[src/rtl/counter_pkg.sv]
//==============================================================================
// Module   : counter_pkg
// Purpose  : Shared direction encoding and default geometry for the cascaded
//            up/down counter.
// Revision : 1.0 - initial release
//==============================================================================
`default_nettype none

package counter_pkg;

    localparam logic DIR_UP   = 1'b1;
    localparam logic DIR_DOWN = 1'b0;

    localparam int DEFAULT_WIDTH  = 5;
    localparam int DEFAULT_DIGITS = 2;

endpackage : counter_pkg

`default_nettype wire

[src/rtl/cascade_updown_counter_digit.sv]
//==============================================================================
// Module   : counter_digit
// Purpose  : One wrapping up/down digit with run-time limit, clamped parallel
//            load and a combinational step_out toward the next digit.
// Revision : 1.0 - initial release
//==============================================================================
`default_nettype none

module counter_digit
    import counter_pkg::*;
#(
    parameter int WIDTH   = DEFAULT_WIDTH,
    parameter int MIN_VAL = 0,
    parameter int RST_VAL = MIN_VAL
) (
    input  logic             clk,
    input  logic             rst_n,
    input  logic             step_in,
    input  logic             dir,
    input  logic             load,
    input  logic [WIDTH-1:0] load_value,
    input  logic [WIDTH-1:0] limit,
    output logic [WIDTH-1:0] value,
    output logic             step_out
);

    localparam logic [WIDTH-1:0] c_min = WIDTH'(MIN_VAL);
    localparam logic [WIDTH-1:0] c_rst = WIDTH'(RST_VAL);
    localparam logic [WIDTH-1:0] c_one = WIDTH'(1);

    logic [WIDTH-1:0] r_value;
    logic [WIDTH-1:0] w_next;
    logic [WIDTH-1:0] w_clamped;
    logic             w_limit_low;
    logic             w_at_top;
    logic             w_at_bottom;
    logic             w_above;

    assign w_limit_low = (limit < c_min);
    assign w_at_top    = (r_value >= limit);
    assign w_at_bottom = (r_value <= c_min);
    assign w_above     = (r_value > limit);

    // A digit whose limit sits below MIN_VAL is pinned and always terminal.
    assign step_out = step_in & (w_limit_low | ((dir == DIR_UP) ? w_at_top : w_at_bottom));
    assign value    = r_value;

    always_comb begin
        w_clamped = (load_value > limit) ? limit : load_value;
        if (w_clamped < c_min) begin
            w_clamped = c_min;
        end

        w_next = r_value;
        if (w_limit_low) begin
            w_next = c_min;
        end else if (load) begin
            w_next = w_clamped;
        end else if (step_in) begin
            if (dir == DIR_UP) begin
                w_next = w_at_top ? c_min : (r_value + c_one);
            end else if (w_above || w_at_bottom) begin
                // Above a lowered limit: snap to it without passing a borrow.
                w_next = limit;
            end else begin
                w_next = r_value - c_one;
            end
        end
    end

    always_ff @(posedge clk or negedge rst_n) begin
        if (!rst_n) begin
            r_value <= c_rst;
        end else begin
            r_value <= w_next;
        end
    end

endmodule : counter_digit

`default_nettype wire

[src/rtl/cascade_updown_counter.sv]
//==============================================================================
// Module   : cascade_updown_counter
// Purpose  : DIGITS cascaded up/down digits with single-cycle ripple, carry and
//            borrow pulses. Define CASCADE_COUNTER_SATURATE_EN to hold at the
//            end of range instead of wrapping.
// Revision : 1.0 - initial release
//==============================================================================
`default_nettype none

module cascade_updown_counter
    import counter_pkg::*;
#(
    parameter int WIDTH   = DEFAULT_WIDTH,
    parameter int DIGITS  = DEFAULT_DIGITS,
    parameter int MIN_VAL = 0,
    parameter int RST_VAL = MIN_VAL
) (
    input  logic                    clk,
    input  logic                    rst_n,
    input  logic                    en,
    input  logic                    dir,
    input  logic                    load,
    input  logic [DIGITS*WIDTH-1:0] load_value,
    input  logic [DIGITS*WIDTH-1:0] limit,
    output logic [DIGITS*WIDTH-1:0] value,
    output logic                    carry,
    output logic                    borrow
);

    localparam logic [WIDTH-1:0] c_min = WIDTH'(MIN_VAL);

    logic [DIGITS:0]   w_step;
    logic [DIGITS-1:0] w_up_term;
    logic [DIGITS-1:0] w_down_term;
    logic              w_count;
    logic              w_terminal;
    logic              w_pulse;

    assign w_count    = en & ~load;
    assign w_terminal = w_count & ((dir == DIR_UP) ? (&w_up_term) : (&w_down_term));

`ifdef CASCADE_COUNTER_SATURATE_EN
    assign w_step[0] = w_count & ~w_terminal;
`else
    assign w_step[0] = w_count;
`endif

    // In saturating builds the ripple chain never reaches the end, so the
    // pulse comes from the direct terminal decode.
    assign w_pulse = w_step[DIGITS] | w_terminal;
    assign carry   = rst_n & w_pulse & (dir == DIR_UP);
    assign borrow  = rst_n & w_pulse & (dir == DIR_DOWN);

    generate
        for (genvar i = 0; i < DIGITS; i++) begin : g_digit
            assign w_up_term[i]   = (value[i*WIDTH +: WIDTH] >= limit[i*WIDTH +: WIDTH]);
            assign w_down_term[i] = (value[i*WIDTH +: WIDTH] <= c_min);

            counter_digit #(
                .WIDTH   (WIDTH),
                .MIN_VAL (MIN_VAL),
                .RST_VAL (RST_VAL)
            ) u_digit (
                .clk        (clk),
                .rst_n      (rst_n),
                .step_in    (w_step[i]),
                .dir        (dir),
                .load       (load),
                .load_value (load_value[i*WIDTH +: WIDTH]),
                .limit      (limit[i*WIDTH +: WIDTH]),
                .value      (value[i*WIDTH +: WIDTH]),
                .step_out   (w_step[i+1])
            );
        end
    endgenerate

endmodule : cascade_updown_counter

`default_nettype wire

[config.mk]
export PLATFORM = sky130hd
export DESIGN_NAME = cascade_updown_counter
export DESIGN_NICKNAME = d
export VERILOG_FILES = /design/src/rtl/counter_pkg.sv /design/src/rtl/cascade_updown_counter_digit.sv /design/src/rtl/cascade_updown_counter.sv
export SDC_FILE = /design/constraint.sdc
export NUM_CORES = 1
export LEC_CHECK = 0
export CAP_MARGIN = 5
export CORE_MARGIN = 5
export CORE_UTILIZATION = 47
export DETAILED_ROUTE_END_ITERATION = 7
export PLACE_DENSITY = 0.78
export SKIP_CTS_REPAIR_TIMING = 1
export SYNTH_ARGS = -nofsm -noshare
export SYNTH_HDL_FRONTEND = slang
export SYNTH_SLANG_ARGS = --single-unit
[constraint.sdc]
create_clock -name clk -period 2.2 [get_ports clk]
set_input_delay 0.44 -clock clk [delete_from_list [all_inputs] [get_ports clk]]
set_output_delay 0.44 -clock clk [all_outputs]
set_load 0.03 [all_outputs]
**Yosys cells after proc, flatten, opt, wreduce, memory -nomap -nowiden**

Index checks and enable logic that the tools add are counted.

- Register bits after elaboration: 10
- Output and inout port bits: 12

- $add $sub $neg: 4
- $lt $le $gt $ge: 12
- Muxes and demuxes: 19
- Bitwise gates (word level): 12
- Reduce and logical (&&, ||, !) cells: 6

Operator list:

| cell | count |
|---|---|
| 2-to-1 mux 5 bit | 16 |
| > comparator 5 bit | 4 |
| < comparator 5 x 1 -> 1 bit, second input constant | 4 |
| adder 5 x 1 -> 5 bit, second input constant | 2 |
| >= comparator 5 bit | 2 |
| <= comparator 5 x 1 -> 1 bit, second input constant | 2 |
| subtractor 5 x 1 -> 5 bit, second input constant | 2 |
| bitwise AND 1 bit | 7 |
| nonzero test 3 bit | 2 |
| AND reduction 2 bit | 2 |
| 2-to-1 mux 1 bit | 3 |
| OR 1 bit | 3 |
| logical OR 1 bit | 2 |
| inverter 1 bit | 2 |

**Logic depth before layout (Yosys ltp)**

- Word-level depth: 8
- Gate-level depth with buffers: 8

**Hierarchy**

From an unflattened synthesis, not the netlist that was laid out.

- Cells, all modules: 261
- Area total of the unflattened synthesis: 2,037.0 um^2

Modules (own cells, without submodules):

| module | times used | cells each | area an instance (um^2) | seq. area each (um^2) |
|---|---|---|---|---|
| counter_digit | 2 | 110 | 865.8 | 125.1 |
| cascade_updown_counter | 1 | 41 | 305.3 | 0.0 |

**Worst setup path after synthesis**

OpenSTA, ideal clock, no wires.

- Kind: flip-flop to output port
- From: register g_digit[0].u_digit.r_value[0]
- To: output carry
- Arrival time: 1.972 ns
- Data required time: 1.760 ns
- Setup slack: -0.212 ns
- Stages on the path, launching flop included: 8
- Buffers on the path: 0
- Cell sequence: dfrtp_1 inv_1 ha_1 nand2b_1 a21oi_1 o21ai_1 nand4_1 nor2_1

- Longest elaborated chain between the ends: 8

Ends and longest elaborated chain:

| item | RTL line | text |
|---|---|---|
| from (decl) | cascade_updown_counter_digit.sv:31 | `logic [WIDTH-1:0] r_value;` |
| from (signal assigned) | cascade_updown_counter_digit.sv:73 | `r_value <= c_rst;` |
| from (signal assigned) | cascade_updown_counter_digit.sv:75 | `r_value <= w_next;` |
| <= comparator 5 x 1 -> 1 bit or >= comparator 5 bit (tied branches) | -- |  |
| 2-to-1 mux 1 bit | cascade_updown_counter_digit.sv:45 | `assign step_out = step_in & (w_limit_low \| ((dir == DIR_UP) ? w_at_top : w_at_bottom));` |
| OR 1 bit | cascade_updown_counter_digit.sv:45 |  |
| bitwise AND 1 bit (2 in series) | cascade_updown_counter_digit.sv:45 |  |
| OR 1 bit * | cascade_updown_counter.sv:50 | `assign w_pulse = w_step[DIGITS] \| w_terminal;` |
| bitwise AND 1 bit * (2 in series) | cascade_updown_counter.sv:51 | `assign carry = rst_n & w_pulse & (dir == DIR_UP);` |
| to (decl) | cascade_updown_counter.sv:26 | `output logic carry,` |

Mark *: on every way between the ends. The rest lies on a longest branch, timed or not.

**Worst setup path in the final report**

- From: register g_digit[0].u_digit.r_value[1]
- To: output carry

Same word-level chain as after synthesis.

==> flow_metrics.tcl <==
set metrics [dict create \
    routed_wl_um 6320 \
    rows 21 \
    fin_skew_ns 0.00724 \
    fp.dieH_um 70.0 \
    cpPeakStageDelay_ns 0.42 \
    cts.sinks 10 \
    tritoncts "yes" \
    p_seq_share_pct 16.4 \
    slew_headroom_pct 72.5 \
    cts_max_level 1 \
    cts_root_buf "clkbuf_4" \
    die_area_um2 4900 \
    pin_count 37 \
    crit_fanout 4 \
    clkLatencyLatePin_ns 0.28 \
    cts_max_path_buffers 2 \
    min_path_type "input pin to async pin" \
    start_kind "flip-flop" \
    p_switching_uw 798 \
    final_util_pct 79.9 \
    p_leak_uw 0.00129 \
    yosysWarnings 0 \
    grt_overflow 0 \
    crit_path_start "g_digit[0].u_digit.value[1]$_DFFE_PN0P_" \
    status "finished, violations left" \
    min_period_over_period_pct 104 \
    ys_ff_latch 10 \
    start_util_pct 49.6 \
    vias 1931 \
    worstPathRequired_ns 1.76 \
    fmax_ghz 0.437 \
    drive_above_1_share_pct 40.3 \
    grt_pass1_wl_um 8490 \
    internal-power_uw 931 \
    p_comb_share_pct 73.3 \
    largest_register_ffs 10 \
    r2r-end "g_digit[0].u_digit.value[3]$_DFFE_PN0P_" \
    ys_top_cells_by_count "26 x ha_1, 20 x nor2_1, 19 x inv_1, 14 x a21oi_1, 14 x nand2_1" \
    ant_nets 0 \
    placed_area_um2 2380 \
    violations "negative setup slack" \
    cts_buffers 3 \
    drt_iter0_markers 143 \
    netlist_area_um2 1690 \
    avgSynthCellArea_um2 8.43 \
    setup.worst_path.end "carry" \
    critical_path_class "flip-flop to primary output" \
    period_minus_slack_ns 2.29 \
    ys_types 47 \
    dp.cells 316 \
    grt_pass1_vias 1723 \
    grtUsageMet3_pct 2.87 \
    path_cells "ha_1, a21oi_4, o21ai_2, nand4_1, nor2_2, buf_6" \
    crit_slowest_cell "dfrtp_1" \
    clkTransAtPathRegs_ns 0.08 \
    drc 0 \
    max-vdd-ir-drop_v 0.000352 \
    regMostFlops "g_digit.u_digit.value" \
    drt-vias-per-instance 5.96 \
    layout-area-overhead-vs-synth_pct 61.2 \
    synth_edf_count 0 \
    die_w_um 70.0 \
    busiest_layer "met2" \
    fin_ws_ns -0.0888 \
    portBuffers 36 \
    endpoint_kind "primary output" \
    maxCapViolations 0 \
    async_flop_share_pct 100 \
    fin_area_um2 2730 \
    grt_max_degree 19 \
    worst_pin_slew_ns 0.413 \
    rsz0062_at_grt "yes" \
    swShare_pct 46.2 \
    nets 330 \
    met1_usage_pct 31.1 \
    r2r-start "g_digit[0].u_digit.value[3]$_DFFE_PN0P_" \
    synth.area.top_cells "ha_1 19%, dfrtp_1 15%, mux2i_1 5.3%" \
    setup_violations 2 \
    core_um2 3420 \
    post-place-ws_ns -0.525 \
    slew_viol_final 0 \
    tns_ns -0.102 \
    wl_per_cell_um 19.5 \
    largestRegisters "g_digit.u_digit.value (10)" \
    synthesis.nets 252 \
    power.share.clock_pct 10.3 \
    syn-instance-count 201 \
    cp.arrival_ns 1.85 \
    num-fill-cells 215 \
    synth_most_common_cell "ha_1" \
    seq_area_frac_synth_pct 14.8 \
    final-hold-violation-count 0 \
    ys.flop_type "dfrtp_1" \
    gp_congestion 0.926 \
    synth_top_area_share_pct 19.2 \
    worst-r2r-setup-slack_ns -0.01 \
    hpwlAfterDp_um 4180 \
    synth_area_leader_cell "ha_1" \
    fin_cells 324 \
    antenna_found_initial 0 \
    grtUsageTotal_pct 21.5 \
    worstRegToRegCells 8 \
    power_density_nw_per_um2 633 \
    antenna_cells 0 \
    grt_util_met2_pct 33.3 \
    drt-pass1-iter-count 5 \
]
## kinds of logic (layout without fill, tap and decap cells)
| family | count (synthesis) | after routing | share of synthesized area [%] |
|---|---|---|---|
| muxes | 15 | 15 | 9.31 |
| AOI/OAI and AO/OA | 54 | 54 | 26.7 |
| xor gates and xnor gates | 10 | 10 | 5.17 |
| adders and majority gates | 26 | 26 | 19.2 |
| buffers and inverters | 27 | 104 | 6.65 |
| and+or+nand+nor | 59 | 59 | 18.2 |
| DFF | 10 | 10 | 14.8 |
## metal layers
| layer | routed length [µm] | vias up |
|---|---|---|
| li1 | - | 898 |
| met2 | 3130 | 92 |
| met4 | 102 | 0 |
| met1 | 2650 | 930 |
| met3 | 437 | 11 |
| met5 | 0 | - |
## worst min-delay path by stage
stage                                                          to  slack [ns]  depth (start not counted)
after floorplan           g_digit[0].u_digit.value[0]$_DFFE_PN0P_        0.14                          0
after global placement    g_digit[0].u_digit.value[4]$_DFFE_PN0P_        0.66                          3
after detailed placement  g_digit[0].u_digit.value[4]$_DFFE_PN0P_        0.68                          3
after CTS                 g_digit[0].u_digit.value[3]$_DFFE_PN0P_        0.55                          2
after global routing      g_digit[0].u_digit.value[3]$_DFFE_PN0P_        0.56                          2
final                     g_digit[0].u_digit.value[3]$_DFFE_PN0P_        0.55                          2
## layout make-up
class	instances	area, µm²	area share [%]
tap	46	57.6	2.11
sequential	10	256	9.40
timing repair buffer	81	732	26.8
inverter	19	76.3	2.80
multi-input combinational	164	1570	57.6
clock buffer	4	36.3	1.33
## critical path: cells and delay by family (launching register included)
family / cells / cell delay [ns]
buffers and inverters: 1 / 0.14
and+or+nand+nor: 2 / 0.30
AOI/OAI and AO/OA: 2 / 0.31
DFF: 1 / 0.42
adders and majority gates: 1 / 0.40
## power groups by stage
| stage | Combinational (µW) | Clock, µW | Sequential [µW] |
|---|---|---|---|
| detailed placement | 1070 | 0 | 261 |
| global placement | 1040 | 0 | 260 |
| floorplan | 569 | 0 | 356 |
| CTS | 1080 | 178 | 258 |
| finish | 1270 | 178 | 283 |
| global route | 1350 | 183 | 286 |
## layout by cell type, fill, tap and decap left out, types with 5 or more instances in the layout
master / n
o21ai_1: 5
dlymetal6s2s_1: 15
dfrtp_2: 5
nor2_1: 19
nand2_1: 14
inv_1: 6
dfrtp_1: 5
buf_4: 45
inv_2: 11
a221oi_2: 5
mux2i_1: 8
ha_4: 13
xnor2_1: 6
ha_1: 13
a21oi_1: 8
clkdlybuf4s50_1: 19
a21oi_2: 6
## through the flow
step,hold slack (ns),total power (µW)
3_5_place_dp,0.679,1330
6_report,0.554,1730
5_1_grt,0.557,1820
3_3_place_gp,0.662,1300
2_1_floorplan,0.144,925
4_1_cts,0.555,1510
No activity file was read; power rests on OpenSTA's default activity.
